===== config.mk =====
export PLATFORM = sky130hd
export DESIGN_NAME = regfile_wr_arbiter
export DESIGN_NICKNAME = d
export VERILOG_FILES = /design/src/rtl/regfile_pkg.sv /design/src/rtl/regfile_wr_arbiter.sv
export SDC_FILE = /design/constraint.sdc
export NUM_CORES = 1
export LEC_CHECK = 0
export CORE_MARGIN = 1.5
export CORE_UTILIZATION = 38
export CTS_BUF_LIST = sky130_fd_sc_hd__clkbuf_8
export CTS_CLUSTER_DIAMETER = 120
export DETAILED_ROUTE_END_ITERATION = 8
export PLACE_DENSITY = 0.82
export SKIP_CTS_REPAIR_TIMING = 1
export SLEW_MARGIN = 30
export SYNTH_ARGS = -nofsm -noshare
export SYNTH_HDL_FRONTEND = slang
export SYNTH_SLANG_ARGS = --single-unit
export TNS_END_PERCENT = 50

===== constraint.sdc =====
create_clock -name clk -period 1.27 [get_ports clk]
set_input_delay 0.1905 -clock clk [delete_from_list [all_inputs] [get_ports clk]]
set_output_delay 0.1905 -clock clk [all_outputs]
set_load 0.01 [all_outputs]

===== src/rtl/regfile_pkg.sv =====
// Shared register-file definitions: widths, write-arbiter state encoding
// and the write-request record used by the write-port arbiter.
package regfile_pkg;

    localparam int RF_ADDR_W = 5;
    localparam int RF_DATA_W = 32;

    typedef enum logic [0:0] {
        NORMAL   = 1'b0,
        FORCE_LU = 1'b1
    } arb_state_t;

    typedef struct packed {
        logic [RF_ADDR_W-1:0] addr;
        logic [RF_DATA_W-1:0] data;
    } rf_wr_req_t;

endpackage


===== src/rtl/regfile_wr_arbiter.sv =====
// Register-file write-port arbiter: WB has fixed priority, LU is forced after
// STARVE_MAX denied cycles. Optional RF_WR_BYPASS_EN adds a write-to-read bypass.
module regfile_wr_arbiter
    import regfile_pkg::*;
#(
    parameter int ADDR_W     = RF_ADDR_W,
    parameter int DATA_W     = RF_DATA_W,
    parameter int STARVE_MAX = 4
) (
    input  logic              clk,
    input  logic              rst_n,
    input  logic              wb_valid,
    output logic              wb_ready,
    input  logic [ADDR_W-1:0] wb_addr,
    input  logic [DATA_W-1:0] wb_data,
    input  logic              lu_valid,
    output logic              lu_ready,
    input  logic [ADDR_W-1:0] lu_addr,
    input  logic [DATA_W-1:0] lu_data,
    output logic              rf_we,
    output logic [ADDR_W-1:0] rf_waddr,
    output logic [DATA_W-1:0] rf_wdata,
`ifdef RF_WR_BYPASS_EN
    input  logic [ADDR_W-1:0] rd_addr_rs1,
    input  logic [ADDR_W-1:0] rd_addr_rs2,
    output logic              byp_hit_rs1,
    output logic              byp_hit_rs2,
    output logic [DATA_W-1:0] byp_data,
`endif
    output logic              lu_starved
);

    localparam int              CNT_W   = $clog2(STARVE_MAX + 1);
    localparam logic [CNT_W-1:0] CNT_MAX = CNT_W'(STARVE_MAX);

    arb_state_t        state_q, state_d;
    logic [CNT_W-1:0]  cnt_q, cnt_d;
    logic              rf_we_q, rf_we_d;
    logic [ADDR_W-1:0] rf_waddr_q, rf_waddr_d;
    logic [DATA_W-1:0] rf_wdata_q, rf_wdata_d;
    logic              wb_xfer, lu_xfer;

    // Grants depend only on state and valids, never on addr/data.
    always_comb begin
        wb_ready = 1'b0;
        lu_ready = 1'b0;
        case (state_q)
            NORMAL: begin
                wb_ready = wb_valid;
                lu_ready = lu_valid && !wb_valid;
            end
            FORCE_LU: begin
                lu_ready = lu_valid;
            end
            default: begin
                wb_ready = 1'b0;
                lu_ready = 1'b0;
            end
        endcase
    end

    assign wb_xfer = wb_valid && wb_ready;
    assign lu_xfer = lu_valid && lu_ready;

    always_comb begin
        cnt_d = cnt_q;
        if (!lu_valid || lu_xfer) begin
            cnt_d = '0;
        end else if (cnt_q != CNT_MAX) begin
            cnt_d = cnt_q + CNT_W'(1);
        end
    end

    // FORCE_LU lasts exactly one cycle: LU either transfers or has withdrawn.
    always_comb begin
        state_d = state_q;
        case (state_q)
            NORMAL:   if (cnt_d == CNT_MAX) state_d = FORCE_LU;
            FORCE_LU: if (!lu_valid || lu_xfer) state_d = NORMAL;
            default:  state_d = NORMAL;
        endcase
    end

    // x0 writes complete the handshake and load the registers, but never assert we.
    always_comb begin
        rf_we_d    = (wb_xfer && (wb_addr != '0)) || (lu_xfer && (lu_addr != '0));
        rf_waddr_d = rf_waddr_q;
        rf_wdata_d = rf_wdata_q;
        if (wb_xfer) begin
            rf_waddr_d = wb_addr;
            rf_wdata_d = wb_data;
        end else if (lu_xfer) begin
            rf_waddr_d = lu_addr;
            rf_wdata_d = lu_data;
        end
    end

    always_ff @(posedge clk or negedge rst_n) begin
        if (!rst_n) begin
            state_q    <= NORMAL;
            cnt_q      <= '0;
            rf_we_q    <= 1'b0;
            rf_waddr_q <= '0;
            rf_wdata_q <= '0;
        end else begin
            state_q    <= state_d;
            cnt_q      <= cnt_d;
            rf_we_q    <= rf_we_d;
            rf_waddr_q <= rf_waddr_d;
            rf_wdata_q <= rf_wdata_d;
        end
    end

    assign rf_we      = rf_we_q;
    assign rf_waddr   = rf_waddr_q;
    assign rf_wdata   = rf_wdata_q;
    assign lu_starved = (state_q == FORCE_LU);

`ifdef RF_WR_BYPASS_EN
    // Covers the cycle before the register file has captured the pending write.
    assign byp_hit_rs1 = rf_we_q && (rf_waddr_q == rd_addr_rs1) && (rd_addr_rs1 != '0);
    assign byp_hit_rs2 = rf_we_q && (rf_waddr_q == rd_addr_rs2) && (rd_addr_rs2 != '0);
    assign byp_data    = rf_wdata_q;
`endif

endmodule


Word-level counts from Yosys, hierarchy flattened. Index checks and enable logic that the tools add are counted. W data, S select, Z words.

Register bits after elaboration: 42. Bits of input ports: 78. Output and inout bits: 41. Logic and storage cells: 32.

Add/sub/neg operators: 1. Equality and inequality tests: 2. Mux-type cells: 11. Bitwise gates (word level): 1. Reductions and logical operators: 12.

Operators by type and width (number): $mux W32 (2); $mux W5 (2); $reduce_bool A5 Y1 (2); $mux W3 (2); $logic_and A1 B1 Y1 (5); $pmux W1 S2 (2); $add A3 B1 Y3 const B (1); $eq A3 B3 Y1 const B (1); $mux W1 (3); $ne A3 B3 Y1 const B (1); $logic_not A1 Y1 (2); $logic_or A1 B1 Y1 (2); $reduce_bool A2 Y1 (1); $not A1 Y1 (1).

Longest topological paths before layout.
Depth in word-level cells: 9. Mapped depth: 5. Depth with buffers taken out: 5.

Worst setup path after synthesis. No wires, ideal clock.

Path kind: register to register. Start point: register cnt_q[0]. End point: register state_q, in the netlist lu_starved. Setup time: 0.120 ns. Arrival time: 1.017 ns. Required time: 1.150 ns. Path slack: 0.134 ns. Stages on the path, launching flop included: 6. Buffers on the path: 0. Clock period less this slack: 1.136 ns. Path through: dfrtp_1 inv_1 ha_1 nand3b_1 o2111a_1 and3_1.

Longest elaborated chain between the ends: 6. Elaborated cells on any way between the ends: 7. Those cells by class: add/sub: 1; eq/ne: 2; mux: 4.

Ends and longest elaborated chain: start, declared (line regfile_wr_arbiter.sv:37) `logic [CNT_W-1:0] cnt_q, cnt_d;`; start signal, assigned (line regfile_wr_arbiter.sv:107) `cnt_q <= cnt_d;`; $add A3 B1 Y3 or $ne A3 B3 Y1 (tied branches) (line regfile_wr_arbiter.sv:70, regfile_wr_arbiter.sv:69); $mux W3 (*) (line regfile_wr_arbiter.sv:69) `end else if (cnt_q != CNT_MAX) begin`; $mux W3 (*) (line regfile_wr_arbiter.sv:67) `if (!lu_valid || lu_xfer) begin`; via cnt_d[2] (line regfile_wr_arbiter.sv:37); $eq A3 B3 Y1 (*) (line regfile_wr_arbiter.sv:78) `NORMAL: if (cnt_d == CNT_MAX) state_d = FORCE_LU;`; $mux W1 (*) (line regfile_wr_arbiter.sv:78); $pmux W1 S2 (*) (line regfile_wr_arbiter.sv:77) `case (state_q)`; via state_d (line regfile_wr_arbiter.sv:36) `arb_state_t state_q, state_d;`; end signal, assigned (line regfile_wr_arbiter.sv:106) `state_q <= state_d;`; end, declared (line regfile_wr_arbiter.sv:36).

Mark *: on every way through the listed nets, which the timed path passes. The rest lies on a longest branch. A chain may end at the register's enable or synchronous reset.

Worst setup path in the final report.
Start point: register state_q, in the netlist lu_starved. End point: register state_q, in the netlist lu_starved.

Longest elaborated chain between the ends: 8. Elaborated cells on any way between the ends: 9. Those cells by class: eq/ne: 1; mux: 5; bitwise: 1; reduce/logical: 2.

Ends and longest elaborated chain: $not A1 Y1 (line regfile_wr_arbiter.sv:47) `case (state_q)`; $pmux W1 S2 (*) (line regfile_wr_arbiter.sv:47); $logic_and A1 B1 Y1 (*) (line regfile_wr_arbiter.sv:63) `assign lu_xfer = lu_valid && lu_ready;`; $logic_or A1 B1 Y1 (*) (line regfile_wr_arbiter.sv:67); $mux W3 (*) (line regfile_wr_arbiter.sv:67); via cnt_d[2] (line regfile_wr_arbiter.sv:37); $eq A3 B3 Y1 (*) (line regfile_wr_arbiter.sv:78); $mux W1 (*) (line regfile_wr_arbiter.sv:78); $pmux W1 S2 (*) (line regfile_wr_arbiter.sv:77); via state_d (line regfile_wr_arbiter.sv:36).

Marks and branches as above.

==> run_results.csv <==
group,metric,value,unit
logic_synthesis,synthMuxAreaShare,18.9,%
route,drt_iter0_markers,85,
critical_path,path_delay_family,"buffers and inverters",
logic_synthesis,yosysMostFrequentCell,"dfrtp_1",
global_route,grtUsageTotal,19.3,%
critical_path,path_cells,"buf_6, nor2b_4, buf_4, o2111a_1, and3_1",
sta,setup_viol,3,
status,run_status,"complete, but fails checks",
route,wl_per_cell,14.1,µm
cts,cts_tree,"yes",
place,post-place-cells,365,
sta,fin_tns_setup,-0.253,ns
finish,drive_gt1_share,6.17,%
logic_synthesis,synthDistinctLibCells,18,
power,leakage,1.90,nW
logic_synthesis,yosysSeqAreaShare,53.5,%
route,antenna_left,0,
sta,max_slew.worst_pin.slew,0.406,ns
place,port_buffers,118,
critical_path,critPathKind,"reg2reg",
finish,finalNonFillerCells,375,
power,p_per_area,905,nW/µm²
cts,clk_pin_slew,0.07,ns
place,dpl-instance-area,3210,µm²
sta,final_hold_viol_count,0,
critical_path,crit_path_start_kind,"flop",
finish,design_area,3410,µm²
logic_synthesis,synth-compound-area-share,11.1,%
finish,area_growth,73.7,%
sta,fin_crit_sh,110,%
logic_synthesis,synth_warnings,0,
global_route,grt_pass1_vias,1797,
sta,fin_ws,-0.126,ns
logic_synthesis,synth_nets,267,
place,post-place-ws,-0.331,ns
route,drc,0,
finish,fin_util,70.3,%
sta,max_freq,716,MHz
floorplan,rows,25,
sta,skew,0.00259,ns
sta,slew_headroom,72.9,%
logic_synthesis,synthSimpleGateAreaFrac,10.1,%
flow_run,max_cap_violations,0,
cts,ctsHtreeMaxLevel,2,
logic_synthesis,synthXorXnorAreaFrac,0.446,%
logic_synthesis,synth_top_area_cell,"dfrtp_1",
place,place_congestion,0.811,
route,routed-via-count,1821,
power,total_power,3.09,mW
floorplan,initial_utilization,40.5,%
cts,clkLatencyLatePin,0.29,ns
logic_synthesis,ys_top_cells_by_area,"dfrtp_1 54%, mux2i_1 19%, o21ai_0 9.4%",
status,violations,"negative setup slack",
logic_synthesis,async_flop_share,100,%
sta,slew_violations,0,
critical_path,end_kind,"flop",
route,routed_wl,5300,µm
critical_path,path_buf_inv,2,
global_route,antenna_found_initial,1,
logic_synthesis,ys_top_cells_by_count,"42 x dfrtp_1, 39 x nand2_1, 37 x mux2i_1, 37 x o21ai_0, 6 x buf_4",
global_route,grt_overflow_total,0,
critical_path,critPathMaxFanout,29,
logic_synthesis,synthAdderAreaFrac,1.27,%
floorplan,dieWidth,74.9,µm
place,place_hpwl,3780,µm
critical_path,crit_slowest_cell,"dfrtp_1",
cts,clock_sinks,42,
sta,fin_crit,1.40,ns
critical_path,crit_required,1.50,ns
floorplan,die_y,74.9,µm
worst_hold_path,min_path_type,"in2async",
sta,whs,0.356,ns
finish,fill_cells,385,
logic_synthesis,ys.flop_type,"dfrtp_1",
route,dr.pass1.iters,4,
critical_path,worstPathArrival,1.62,ns
critical_path,max_stage_delay,0.40,ns
power,peakVddDrop,0.000538,V
cts,max-clock-path-buffers,2,
floorplan,die_area,5610,µm²
global_route,grt_pass1_wl,8110,µm
logic_synthesis,synthCells,187,
floorplan,io-pin-count,119,
floorplan,core-area,4850,µm²
logic_synthesis,synth_top_area_share,53.5,%
finish,fin_nets,388,
cts,numCtsBuffers,5,
logic_synthesis,synth_seq_cells,42,
route,via_per_inst,4.86,
logic_synthesis,syn-cell-area,1960,µm²
global_route,grt_start_max_net_pins,51,
finish,diodes,0,
logic_synthesis,synth_edf_count,0,
cts,cts-root-buf,"clkbuf_8",
logic_synthesis,synth_top_family_by_area,"multiplexers",
logic_synthesis,syn_avg_cell_area,10.5,µm²
sta,rsz0062_at_grt,"true",
-- power breakdown --
part | leakage [nW] | total (mW) | internal [mW] | switching [mW]
combinational | 1.34 | 0.794 | 0.486 | 0.308
sequential | 0.512 | 1.51 | 1.45 | 0.0574
clock | 0.0466 | 0.786 | 0.363 | 0.424
-- logic make-up (layout without fill, tap and decap cells) --
kind of cell | after synthesis | count (layout)
buffers and inverters | 16 | 137
flip-flops | 42 | 42
multiplexers | 37 | 37
AO/OA/AOI/OAI | 42 | 42
AND/OR/NAND/NOR | 47 | 47
adder cells (fa/ha/maj) | 2 | 2
XOR/XNOR | 1 | 1
-- registers in the layout, indices dropped and copies added, names as in the netlist --
name,count
lu_starved,1
rf_we,1
cnt_q,3
rf_wdata,32
rf_waddr,5
-- area by class of cell --
type,count,area [µm²],share of cell area (%)
multi-input cells,129,827,24.2
well taps,67,83.8,2.46
clock buffers,5,68.8,2.02
inverters,2,7.51,0.220
clock inverters,2,7.51,0.220
flip-flops and latches,42,1050,30.8
repair buffers,128,1370,40.0
-- worst register-to-register path: stages, from the launching register on --
cell and delay [ns]:
dfrtp_1 0.40, buf_6 0.13, nor2b_4 0.13, buf_4 0.28, o2111a_1 0.24, and3_1 0.15
-- cells in the final DEF (no fill, tap or decap), types with 2 or more instances in the layout --
cell and n:
and3_1 2, buf_2 3, buf_4 6, buf_6 2, clkbuf_8 6, clkdlybuf4s50_1 75
dfrtp_1 42, dlymetal6s2s_1 39, ha_1 2, inv_1 4, mux2i_1 37, nand2_1 39
o21ai_0 37, o21ai_1 3, or4_1 2
-- routing by layer --
| metal | wire [µm] | up-vias | global-route usage (%) |
|---|---|---|---|
| met3 | 578 | 13 | 7.23 |
| met2 | 2460 | 87 | 31.1 |
| met5 | 11 | - | 0 |
| li1 | - | 885 | - |
| met1 | 2150 | 834 | 23.1 |
| met4 | 109 | 2 | 8.48 |
-- final timing paths --
path	start	depth (start not counted)	slack (ns)	endpoint
worst max-delay path	lu_starved	5	-0.13	lu_starved
worst min-delay path	rst_n	2	0.36	rf_wdata[20]
worst max register to register	lu_starved	5	-0.13	lu_starved
worst min register to register	rf_waddr[4]	2	0.56	rf_waddr[4]
max in group asynchronous	rst_n	3	0.44	cnt_q[1]
min in group clk	lu_valid	4	0.40	cnt_q[0]
Power figures use the tool's default switching activity.
